<file path="src/rtl/tlul_host_bridge.sv">
// rtl/tlul_host_bridge.sv - TL-UL host bridge: req/gnt command port to single-outstanding TL-UL initiator
//
// Contents: tlul_pkg (TL-UL channel types), tlul_cmd_intg_gen (A-channel
// integrity generator), tlul_host_bridge (top).
//
// tlul_host_bridge ports:
//   clk_i, rst_ni          clock, synchronous active-low reset
//   req_i / gnt_o          command handshake, accepted when req_i & gnt_o
//   we_i, addr_i, wdata_i, be_i   command: write enable, byte address, data, byte enables
//   rvalid_o, rdata_o, err_o      one-cycle response pulse, read data (held), error
//   busy_o                 bridge not idle
//   tl_o / tl_i            TL-UL A channel + d_ready out, D channel + a_ready in
//
// Optional feature: define TLUL_HOST_BRIDGE_TIMEOUT_EN to enable the
// AReq/DWait timeout counter and the Drain state that swallows a late reply.

package tlul_pkg;
    localparam logic [2:0] PutFullData    = 3'h0;
    localparam logic [2:0] PutPartialData = 3'h1;
    localparam logic [2:0] Get            = 3'h4;
    localparam logic [2:0] AccessAck      = 3'h0;
    localparam logic [2:0] AccessAckData  = 3'h1;

    typedef struct packed {
        logic [6:0] cmd_intg;
        logic [6:0] data_intg;
    } tl_a_user_t;

    typedef struct packed {
        logic        a_valid;
        logic [2:0]  a_opcode;
        logic [2:0]  a_param;
        logic [1:0]  a_size;
        logic [7:0]  a_source;
        logic [31:0] a_address;
        logic [3:0]  a_mask;
        logic [31:0] a_data;
        tl_a_user_t  a_user;
        logic        d_ready;
    } tl_h2d_t;

    typedef struct packed {
        logic        d_valid;
        logic [2:0]  d_opcode;
        logic [2:0]  d_param;
        logic [1:0]  d_size;
        logic [7:0]  d_source;
        logic        d_sink;
        logic [31:0] d_data;
        logic [13:0] d_user;
        logic        d_error;
        logic        a_ready;
    } tl_d2h_t;
endpackage

// Folds the command and data fields into 7-bit interleaved parity words.
module tlul_cmd_intg_gen (
    input  logic [2:0]  opcode,
    input  logic [31:0] address,
    input  logic [3:0]  mask,
    input  logic [31:0] data,
    output logic [6:0]  cmd_intg,
    output logic [6:0]  data_intg
);
    logic [38:0] cmd_vec;
    assign cmd_vec = {opcode, mask, address};

    always_comb begin
        cmd_intg  = '0;
        data_intg = '0;
        for (int i = 0; i < 39; i++) begin
            cmd_intg[i % 7] = cmd_intg[i % 7] ^ cmd_vec[i];
        end
        for (int i = 0; i < 32; i++) begin
            data_intg[i % 7] = data_intg[i % 7] ^ data[i];
        end
    end
endmodule

module tlul_host_bridge
    import tlul_pkg::*;
#(
    parameter logic [7:0] SrcId = 8'h00
`ifdef TLUL_HOST_BRIDGE_TIMEOUT_EN
    , parameter int unsigned TimeoutCycles = 1024
`endif
) (
    input  logic        clk_i,
    input  logic        rst_ni,
    input  logic        req_i,
    output logic        gnt_o,
    input  logic        we_i,
    input  logic [31:0] addr_i,
    input  logic [31:0] wdata_i,
    input  logic [3:0]  be_i,
    output logic        rvalid_o,
    output logic [31:0] rdata_o,
    output logic        err_o,
    output logic        busy_o,
    output tl_h2d_t     tl_o,
    input  tl_d2h_t     tl_i
);
    typedef enum logic [2:0] {
        Idle,
        AReq,
        DWait,
        Resp
`ifdef TLUL_HOST_BRIDGE_TIMEOUT_EN
        , Drain
`endif
    } state_e;

    state_e      state_q, state_d;
    logic        we_q;
    logic [29:0] addr_q;
    logic [31:0] wdata_q;
    logic [3:0]  be_q;
    logic [31:0] rdata_q, rdata_d;
    logic        err_q, err_d;
    logic        load_resp;
    logic        accept;
    logic        misaligned;
    logic        rsp_err;
    logic [2:0]  a_opcode;
    logic [3:0]  a_mask;
    logic [31:0] a_data;
    logic [31:0] a_address;
    logic [6:0]  cmd_intg, data_intg;

`ifdef TLUL_HOST_BRIDGE_TIMEOUT_EN
    logic [15:0] cnt_q;
    logic        drain_q;
    logic        set_drain;
    logic        timeout_hit;
    assign timeout_hit = (cnt_q == 16'(TimeoutCycles - 1));
`endif

    logic unused_tl;
    assign unused_tl = ^{tl_i.d_param, tl_i.d_size, tl_i.d_sink, tl_i.d_user};

    assign gnt_o      = (state_q == Idle);
    assign accept     = req_i & gnt_o;
    assign misaligned = (addr_i[1:0] != 2'b00);
    assign rvalid_o   = (state_q == Resp);
    assign busy_o     = (state_q != Idle);
    assign rdata_o    = rdata_q;
    assign err_o      = err_q;

    assign a_opcode  = we_q ? ((be_q == 4'hF) ? PutFullData : PutPartialData) : Get;
    assign a_mask    = we_q ? be_q : 4'hF;
    assign a_data    = we_q ? wdata_q : 32'h0;
    assign a_address = {addr_q, 2'b00};

    // The reply opcode must match the request class: reads expect data back.
    assign rsp_err = tl_i.d_error
                   | (we_q ? (tl_i.d_opcode != AccessAck) : (tl_i.d_opcode != AccessAckData))
                   | (tl_i.d_source != SrcId);

    tlul_cmd_intg_gen u_intg (
        .opcode    (a_opcode),
        .address   (a_address),
        .mask      (a_mask),
        .data      (a_data),
        .cmd_intg  (cmd_intg),
        .data_intg (data_intg)
    );

    always_comb begin
        tl_o                  = '0;
        tl_o.a_valid          = (state_q == AReq);
        tl_o.a_opcode         = a_opcode;
        tl_o.a_size           = 2'd2;
        tl_o.a_source         = SrcId;
        tl_o.a_address        = a_address;
        tl_o.a_mask           = a_mask;
        tl_o.a_data           = a_data;
        tl_o.a_user.cmd_intg  = cmd_intg;
        tl_o.a_user.data_intg = data_intg;
`ifdef TLUL_HOST_BRIDGE_TIMEOUT_EN
        tl_o.d_ready          = (state_q == DWait) || (state_q == Drain);
`else
        tl_o.d_ready          = (state_q == DWait);
`endif
    end

    always_comb begin
        state_d   = state_q;
        load_resp = 1'b0;
        err_d     = 1'b0;
        rdata_d   = 32'h0;
`ifdef TLUL_HOST_BRIDGE_TIMEOUT_EN
        set_drain = 1'b0;
`endif
        case (state_q)
            Idle: begin
                if (req_i) begin
                    if (misaligned) begin
                        // Misaligned commands never reach the bus.
                        state_d   = Resp;
                        load_resp = 1'b1;
                        err_d     = 1'b1;
                    end else begin
                        state_d = AReq;
                    end
                end
            end
            AReq: begin
                if (tl_i.a_ready) begin
                    state_d = DWait;
`ifdef TLUL_HOST_BRIDGE_TIMEOUT_EN
                end else if (timeout_hit) begin
                    state_d   = Resp;
                    load_resp = 1'b1;
                    err_d     = 1'b1;
`endif
                end
            end
            DWait: begin
                if (tl_i.d_valid) begin
                    state_d   = Resp;
                    load_resp = 1'b1;
                    err_d     = rsp_err;
                    rdata_d   = (!we_q && !rsp_err) ? tl_i.d_data : 32'h0;
`ifdef TLUL_HOST_BRIDGE_TIMEOUT_EN
                end else if (timeout_hit) begin
                    // The request is already on the bus; its reply must be
                    // swallowed later so it is not mistaken for the next one.
                    state_d   = Resp;
                    load_resp = 1'b1;
                    err_d     = 1'b1;
                    set_drain = 1'b1;
`endif
                end
            end
            Resp: begin
`ifdef TLUL_HOST_BRIDGE_TIMEOUT_EN
                state_d = drain_q ? Drain : Idle;
`else
                state_d = Idle;
`endif
            end
`ifdef TLUL_HOST_BRIDGE_TIMEOUT_EN
            Drain: begin
                if (tl_i.d_valid) state_d = Idle;
            end
`endif
            default: state_d = Idle;
        endcase
    end

    always_ff @(posedge clk_i) begin
        if (!rst_ni) begin
            state_q <= Idle;
            we_q    <= 1'b0;
            addr_q  <= '0;
            wdata_q <= '0;
            be_q    <= '0;
            rdata_q <= '0;
            err_q   <= 1'b0;
        end else begin
            state_q <= state_d;
            if (accept) begin
                we_q    <= we_i;
                addr_q  <= addr_i[31:2];
                wdata_q <= wdata_i;
                be_q    <= be_i;
            end
            if (load_resp) begin
                rdata_q <= rdata_d;
                err_q   <= err_d;
            end
        end
    end

`ifdef TLUL_HOST_BRIDGE_TIMEOUT_EN
    always_ff @(posedge clk_i) begin
        if (!rst_ni) begin
            cnt_q   <= '0;
            drain_q <= 1'b0;
        end else begin
            if (accept) begin
                cnt_q <= '0;
            end else if ((state_q == AReq) || (state_q == DWait)) begin
                cnt_q <= cnt_q + 16'd1;
            end
            if (accept) begin
                drain_q <= 1'b0;
            end else if (set_drain) begin
                drain_q <= 1'b1;
            end else if ((state_q == Drain) && tl_i.d_valid) begin
                drain_q <= 1'b0;
            end
        end
    end
`endif

endmodule
</file>
<file path="config.mk">
export PLATFORM = sky130hd
export DESIGN_NAME = tlul_host_bridge
export DESIGN_NICKNAME = d
export VERILOG_FILES = /design/src/rtl/tlul_host_bridge.sv
export SDC_FILE = /design/constraint.sdc
export NUM_CORES = 1
export LEC_CHECK = 0
export BUFFER_PORTS_ARGS = -buffer_cell sky130_fd_sc_hd__buf_2
export CAP_MARGIN = 25
export CORE_MARGIN = 1
export CORE_UTILIZATION = 30
export CTS_BUF_LIST = sky130_fd_sc_hd__clkbuf_4
export DETAILED_ROUTE_END_ITERATION = 10
export GPL_ROUTABILITY_DRIVEN = 0
export PLACE_DENSITY_LB_ADDON = 0.05
export SYNTH_ARGS = -nofsm -noshare
export SYNTH_HDL_FRONTEND = slang
export SYNTH_SLANG_ARGS = --single-unit
</file>
<file path="constraint.sdc">
create_clock -name clk_i -period 3.2 [get_ports clk_i]
set_clock_uncertainty 0.2 [all_clocks]
set_input_delay 0.64 -clock clk_i [delete_from_list [all_inputs] [get_ports clk_i]]
set_output_delay 0.64 -clock clk_i [all_outputs]
set_load 0.02 [all_outputs]
</file>
==> results of run 1 <==
[sequential cells by signal, indices dropped and copies added, names as in the netlist]
signal and count:
be_q 4, wdata_q 32, rdata_o 32, err_o 1
addr_q 30, state_q 2, we_q 1
[critical path: stages, from the launching register on]
cell and delay [ns]:
dfxtp_1 0.49, inv_2 0.14, a41oi_1 0.35, xnor2_1 0.16
buf_2 0.18
[final cells by class]
| class | count | area, um2 | share of cell area |
|---|---|---|---|
| timing repair buffer | 245 | 1280 | 0.217 |
| inverter | 6 | 22.5 | 0.00381 |
| sequential | 102 | 2040 | 0.346 |
| clock inverter | 7 | 87.6 | 0.0148 |
| multi-input combinational | 376 | 2180 | 0.369 |
| clock buffer | 9 | 67.6 | 0.0114 |
| tap | 184 | 230 | 0.0390 |
[worst paths after layout]
| check | from | endpoint | slack (ns) | cells after the start |
|---|---|---|---|---|
| setup / recovery | we_q | tl_o[9] | 0.58 | 4 |
| hold / removal | tl_i[36] | rdata_o[20] | 0.17 | 2 |
| setup reg to reg | state_q[0] | rdata_o[0] | 0.98 | 6 |
| hold reg to reg | wdata_q[3] | wdata_q[3] | 0.28 | 2 |
[cells in the final DEF (no fill, tap or decap), types with 2 or more instances in the layout]
cell type  instances
a21oi_1           68
a22o_1            32
and2_1            32
buf_12             2
buf_2            237
buf_4              5
bufinv_16          2
clkbuf_4           9
clkinv_2           3
conb_1            16
dfxtp_1          102
ha_1               4
inv_1              4
inv_2              2
nand2_1          138
nand2b_1           4
nor2_1             8
nor2b_1            3
nor3_1             2
nor4_1             2
xnor2_1           46
xnor3_1            4
[routing by layer]
metal | wire (um) | vias to the layer above
met5 | 0 | -
met4 | 130 | 0
met3 | 920 | 6
met2 | 6420 | 157
met1 | 5730 | 1904
li1 | - | 2109
[cells by family (layout without fill, tap and decap cells)]
logic type	count (synthesis)	after routing	share of synthesized area
AOI/OAI and AO/OA	108	108	0.152
xor gates and xnor gates	51	51	0.111
adders and majority gates	4	4	0.0111
buffers and inverters	56	267	0.0774
DFF	102	102	0.453
other	2	16	0.00166
and+or+nand+nor	197	197	0.194
[where the power goes]
group	leakage [nW]	internal [mW]	total, mW	switching, mW
sequential	0.832	1.43	1.57	0.143
clock	0.0875	0.314	0.746	0.433
combinational	1.89	0.620	1.56	0.937
==> summary.md, run 1 <==
| Metric | Value |
|---|---|
| Iter 0 DRT Violations | `approximately 120` |
| First-pass GRT wire length | `21100 um` |
| Synth async-reset ratio | `0` |
| Min-Delay Path Class | `primary input to register` |
| Pleak | `between 2 and 3 nW` |
| Fin area | `5900 um2` |
| Max clock buf depth | `2` |
| Die height | `125 um` |
| Crit-path max FO | `9` |
| PwrDens | `657 nW/um2` |
| Die ar. | `15500 um2` |
| Share of Yosys cell area claimed by the top area cell type | `0.453` |
| Setup Buffers After CTS | `0` |
| Grt met1 use | `0.210` |
| Max IR drop VDD | `between 0.0003 and 0.0004 V` |
| Period Utilization, post-route | `0.818` |
| Initial Util | `0.309` |
| Crit Path Class | `register to primary output` |
| Clk sinks | `between 100 and 150` |
| RSZ-0062 raised after global routing | `no` |
| Final worst path period need | `around 2.6 ns` |
| # setup viols final | `0` |
| Max Clk Rate | `approximately 380 MHz` |
| Proportion of layout cells with a drive suffix above 1 | `0.356` |
| Buffers on Ports | `237` |
| Post-synth top area cell | `dfxtp_1` |
| Post-CTS resize count | `0` |
| Post-synthesis register bit count | `102` |
| DRC | `0` |
| Synth warn | `0` |
| ANT nets after route | `0` |
| Largest net degree at the start of global routing | `68` |
| Vias | `4176` |
| Worst-Skew Late Latency | `0.46 ns` |
| Ports | `274` |
| Clock Tree Root | `clkbuf_4` |
| Nets | `roughly 900` |
| Via density | `between 4 and 5` |
| DP Worst Slack | `between 0.8 and 0.9 ns` |
| Vias in the first global route | `4049` |
| Slack of the critical path | `0.583 ns` |
| CP required | `2.36 ns` |
| Post-DP Area | `5730 um2` |
| Mapped Area | `4510 um2` |
| Final Power | `3.88 mW` |
| Critical Path Source Type | `register` |
| Clock slew at reported path FFs | `~0.16 ns` |
| Row cnt | `44` |
| Outcome | `completed` |
| Cells after Synth | `520` |
| Met3 Use GR | `0.0576` |
| DR WL/cell | `approximately 14 um` |
| Pins Over Slew Limit | `0` |
| Overall Global Routing Usage | `0.172` |
| TritonCTS clock tree | `built` |
| Arrival @ worst endpoint | `1.78 ns` |
| Layout Cells excl Fill | `929` |
| GR Util met2 | `0.287` |
| Slew @ Worst Pin | `between 0.7 and 0.8 ns` |
| Core box area | `~15000 um2` |
| Count leader, synth | `nand2_1` |
| Worst hold slack | `~0.17 ns` |
| Routed Wire Length | `13200 um` |
| H-tree depth | `3` |
| Antenna diodes | `0` |
| Hold Fails Final Rpt | `0` |
| Area grow syn2layout | `30.9%` |
| Register area share after synthesis | `0.453` |
| Count of different cell masters after synthesis | `38` |
| Fill count | `1587` |
| Mean Syn Cell Area | `between 8 and 9 um2` |
| Gr busiest metal | `met2` |
| Antenna violations before repair | `0` |
| Cell count after placement | `912` |
| Hold_buf cts | `0` |
| GR Overflow Total | `0` |
| Critical path endpoint category | `primary output` |
| Leading register cell type out of synthesis | `dfxtp_1` |
| Dpl hpwl | `approximately 9500 um` |
| Die width | `125 um` |
| Max Cap Viol | `0` |
| Relative slew slack | `0.500` |
| Synth cell count leaders | `nand2_1, dfxtp_1, a21oi_1` |
| Setup TNS | `0 ns` |
| Post-synth EDFFs | `0` |
| Total CTS buffers | `9` |
| Final core occ | `0.405` |
| First drt pass iteration count | `4` |
| Dominant cells by area after synthesis | `dfxtp_1, nand2_1, xnor2_1` |
Note: power is estimated with default switching activity, not from simulation.
==> run 2: changes to the inputs <==
==> constraint.sdc (replaced) <==
create_clock -name clk_i -period 2.7 [get_ports clk_i]
set_clock_uncertainty 0.2 [all_clocks]
set_input_delay 0.54 -clock clk_i [delete_from_list [all_inputs] [get_ports clk_i]]
set_output_delay 0.54 -clock clk_i [all_outputs]
set_load 0.02 [all_outputs]
==> run 2 against run 1 <==
Against the previous run:
- sequential share of layout area is 0.70 points lower
- setup slack worse by 0.38 ns
- power is 20% higher
- critical path type unchanged
- critical endpoint is now tl_o[10]
- largest power group unchanged
==> summary.md, run 2 (same netlist as run 1, synthesis figures left out) <==
| Metric | Value |
|---|---|
| Relative slew slack | `0.599 (+0.0987)` |
| Max Cap Viol | `0 (unchanged)` |
| Via density | `4.45 (-1.0%)` |
| Setup Buffers After CTS | `0 (unchanged)` |
| Dpl hpwl | `9680 um (+1.9%)` |
| Clock slew at reported path FFs | `0.16 ns (about the same)` |
| H-tree depth | `3 (unchanged)` |
| Critical Path Source Type | `register` |
| Area grow syn2layout | `33.7%` |
| Routed Wire Length | `13400 um (+1.8%)` |
| Proportion of layout cells with a drive suffix above 1 | `0.354 (-0.00121)` |
| Arrival @ worst endpoint | `1.75 ns (-0.03 ns)` |
| Worst Hold Launch | `tl_i[41]` |
| Clk sinks | `102 (unchanged)` |
| Max incr delay on CP | `0.36 ns (-0.13 ns)` |
| TritonCTS clock tree | `built` |
| Pins Over Slew Limit | `0 (unchanged)` |
| Most frequent cells in the layout | `buf_2, nand2_1, dfxtp_1, a21oi_1, xnor2_1` |
| Row cnt | `44 (unchanged)` |
| Ports | `274 (unchanged)` |
| Reg2reg start | `state_q[0]` |
| Antenna violations before repair | `1 (+1)` |
| Pleak | `2.85 nW (+1.6%)` |
| Clock Tree Root | `clkbuf_4` |
| Worst hold slack | `0.0535 ns (-0.118 ns)` |
| Setup TNS | `0 ns (unchanged)` |
| Slack of the critical path | `0.206 ns (-0.377 ns)` |
| ANT nets after route | `0 (unchanged)` |
| Vias | `4187 (+0.26%)` |
| Critical path endpoint category | `primary output` |
| Period Utilization, post-route | `0.924` |
| Critical Path Most Common Cell | `xnor2_1` |
| Max clock buf depth | `2 (unchanged)` |
| Max Clk Rate | `roughly 400 MHz` |
| Min-Delay Path Class | `primary input to register` |
| RSZ-0062 raised after global routing | `no` |
| Critical path buffers and inverters | `1 (-1)` |
| First-pass GRT wire length | `21000 um (-0.33%)` |
| Buffers on Ports | `237 (unchanged)` |
| First drt pass iteration count | `4 (unchanged)` |
| Outcome | `completed` |
| Die ar. | `15500 um2 (unchanged)` |
| Nets | `893 (+1.2%)` |
| Vias in the first global route | `4013 (-0.89%)` |
| Hold Fails Final Rpt | `0 (unchanged)` |
| CP startpoint | `addr_q[21]` |
| Die height | `125 um (unchanged)` |
| Final worst path period need | `around 2.5 ns` |
| Iter 0 DRT Violations | `139 (+19%)` |
| Die width | `125 um (unchanged)` |
| Slew @ Worst Pin | `0.602 ns (-0.148 ns)` |
| Worst-Skew Late Latency | `0.47 ns (about the same)` |
| Total CTS buffers | `9 (unchanged)` |
| Final Power | `4.67 mW (+20%)` |
| Largest net degree at the start of global routing | `56 (-18%)` |
| Crit-path max FO | `3 (-6)` |
| # setup viols final | `0 (unchanged)` |
| Most common cell after layout, fill and taps aside | `buf_2` |
| PwrDens | `774 nW/um2 (+18%)` |
| Crit path max-delay family | `XOR/XNOR gates` |
| Max IR drop VDD | `0.000514 V (+59%)` |
| DRC | `0 (unchanged)` |
| DP Worst Slack | `0.514 ns (-0.308 ns)` |
| DR WL/cell | `14.3 um (+0.47%)` |
| Overall Global Routing Usage | `0.172 (-0.000439)` |
| Initial Util | `0.309 (unchanged)` |
| Crit Path Class | `register to primary output` |
| CP required | `1.96 ns (-0.40 ns)` |
| Core box area | `14600 um2 (unchanged)` |
| CP cell instances | `xnor2_1 > xnor2_1 > xnor2_1 > buf_2` |
| Worst path slowest cell | `dfxtp_1` |
| GR Overflow Total | `0 (unchanged)` |
## run 2: path summary, 6_finish.rpt
| check | to | cells after the start | slack, ns |
|---|---|---|---|
| worst max-delay path | tl_o[10] | 4 | 0.21 |
| worst min-delay path | rdata_o[25] | 2 | 0.05 |
| worst max register to register | rdata_o[26] | 6 | 0.62 |
| worst min register to register | be_q[2] | 2 | 0.28 |
## run 2: repair_timing
action                     4_1_cts  5_1_grt
gates resized for setup          0        1
setup endpoints to repair        0        1
hold buffers                     0       10
hold endpoints to repair         0       10
## run 2: layer usage
layer,GRT usage,part of all wire,up-vias
li1,-,-,2129
met1,0.207,0.43,1893
met2,0.289,0.49,157
met3,0.0627,0.076,8
met4,0.0397,0.0075,0
met5,0,0,-
## run 2: layout make-up
type | count | area [um2]
antenna | 1 | 2.50
clock buffer | 10 | 75.1
clock inverter | 6 | 93.8
fill | 1510 | 8560
inverter | 6 | 22.5
multi-input combinational | 376 | 2180
sequential | 102 | 2040
tap | 184 | 230
timing repair buffer | 256 | 1390
## run 2: power breakdown
part           leakage, nW  internal [mW]  switching [mW]
Clock               0.0872          0.393           0.544
Sequential           0.832           1.70           0.167
Combinational         1.93          0.747            1.12
Total                 2.85           2.84            1.83
## run 2: stage by stage
step / util / cell area (um2) / instances
after floorplan: - / 4560 / 534
after global routing: 0.413 / 6030 / 941
after detailed placement: 0.395 / 5760 / 914
after CTS: 0.406 / 5930 / 930
after global placement: 0.394 / 5740 / 913
final: 0.413 / 6030 / 941
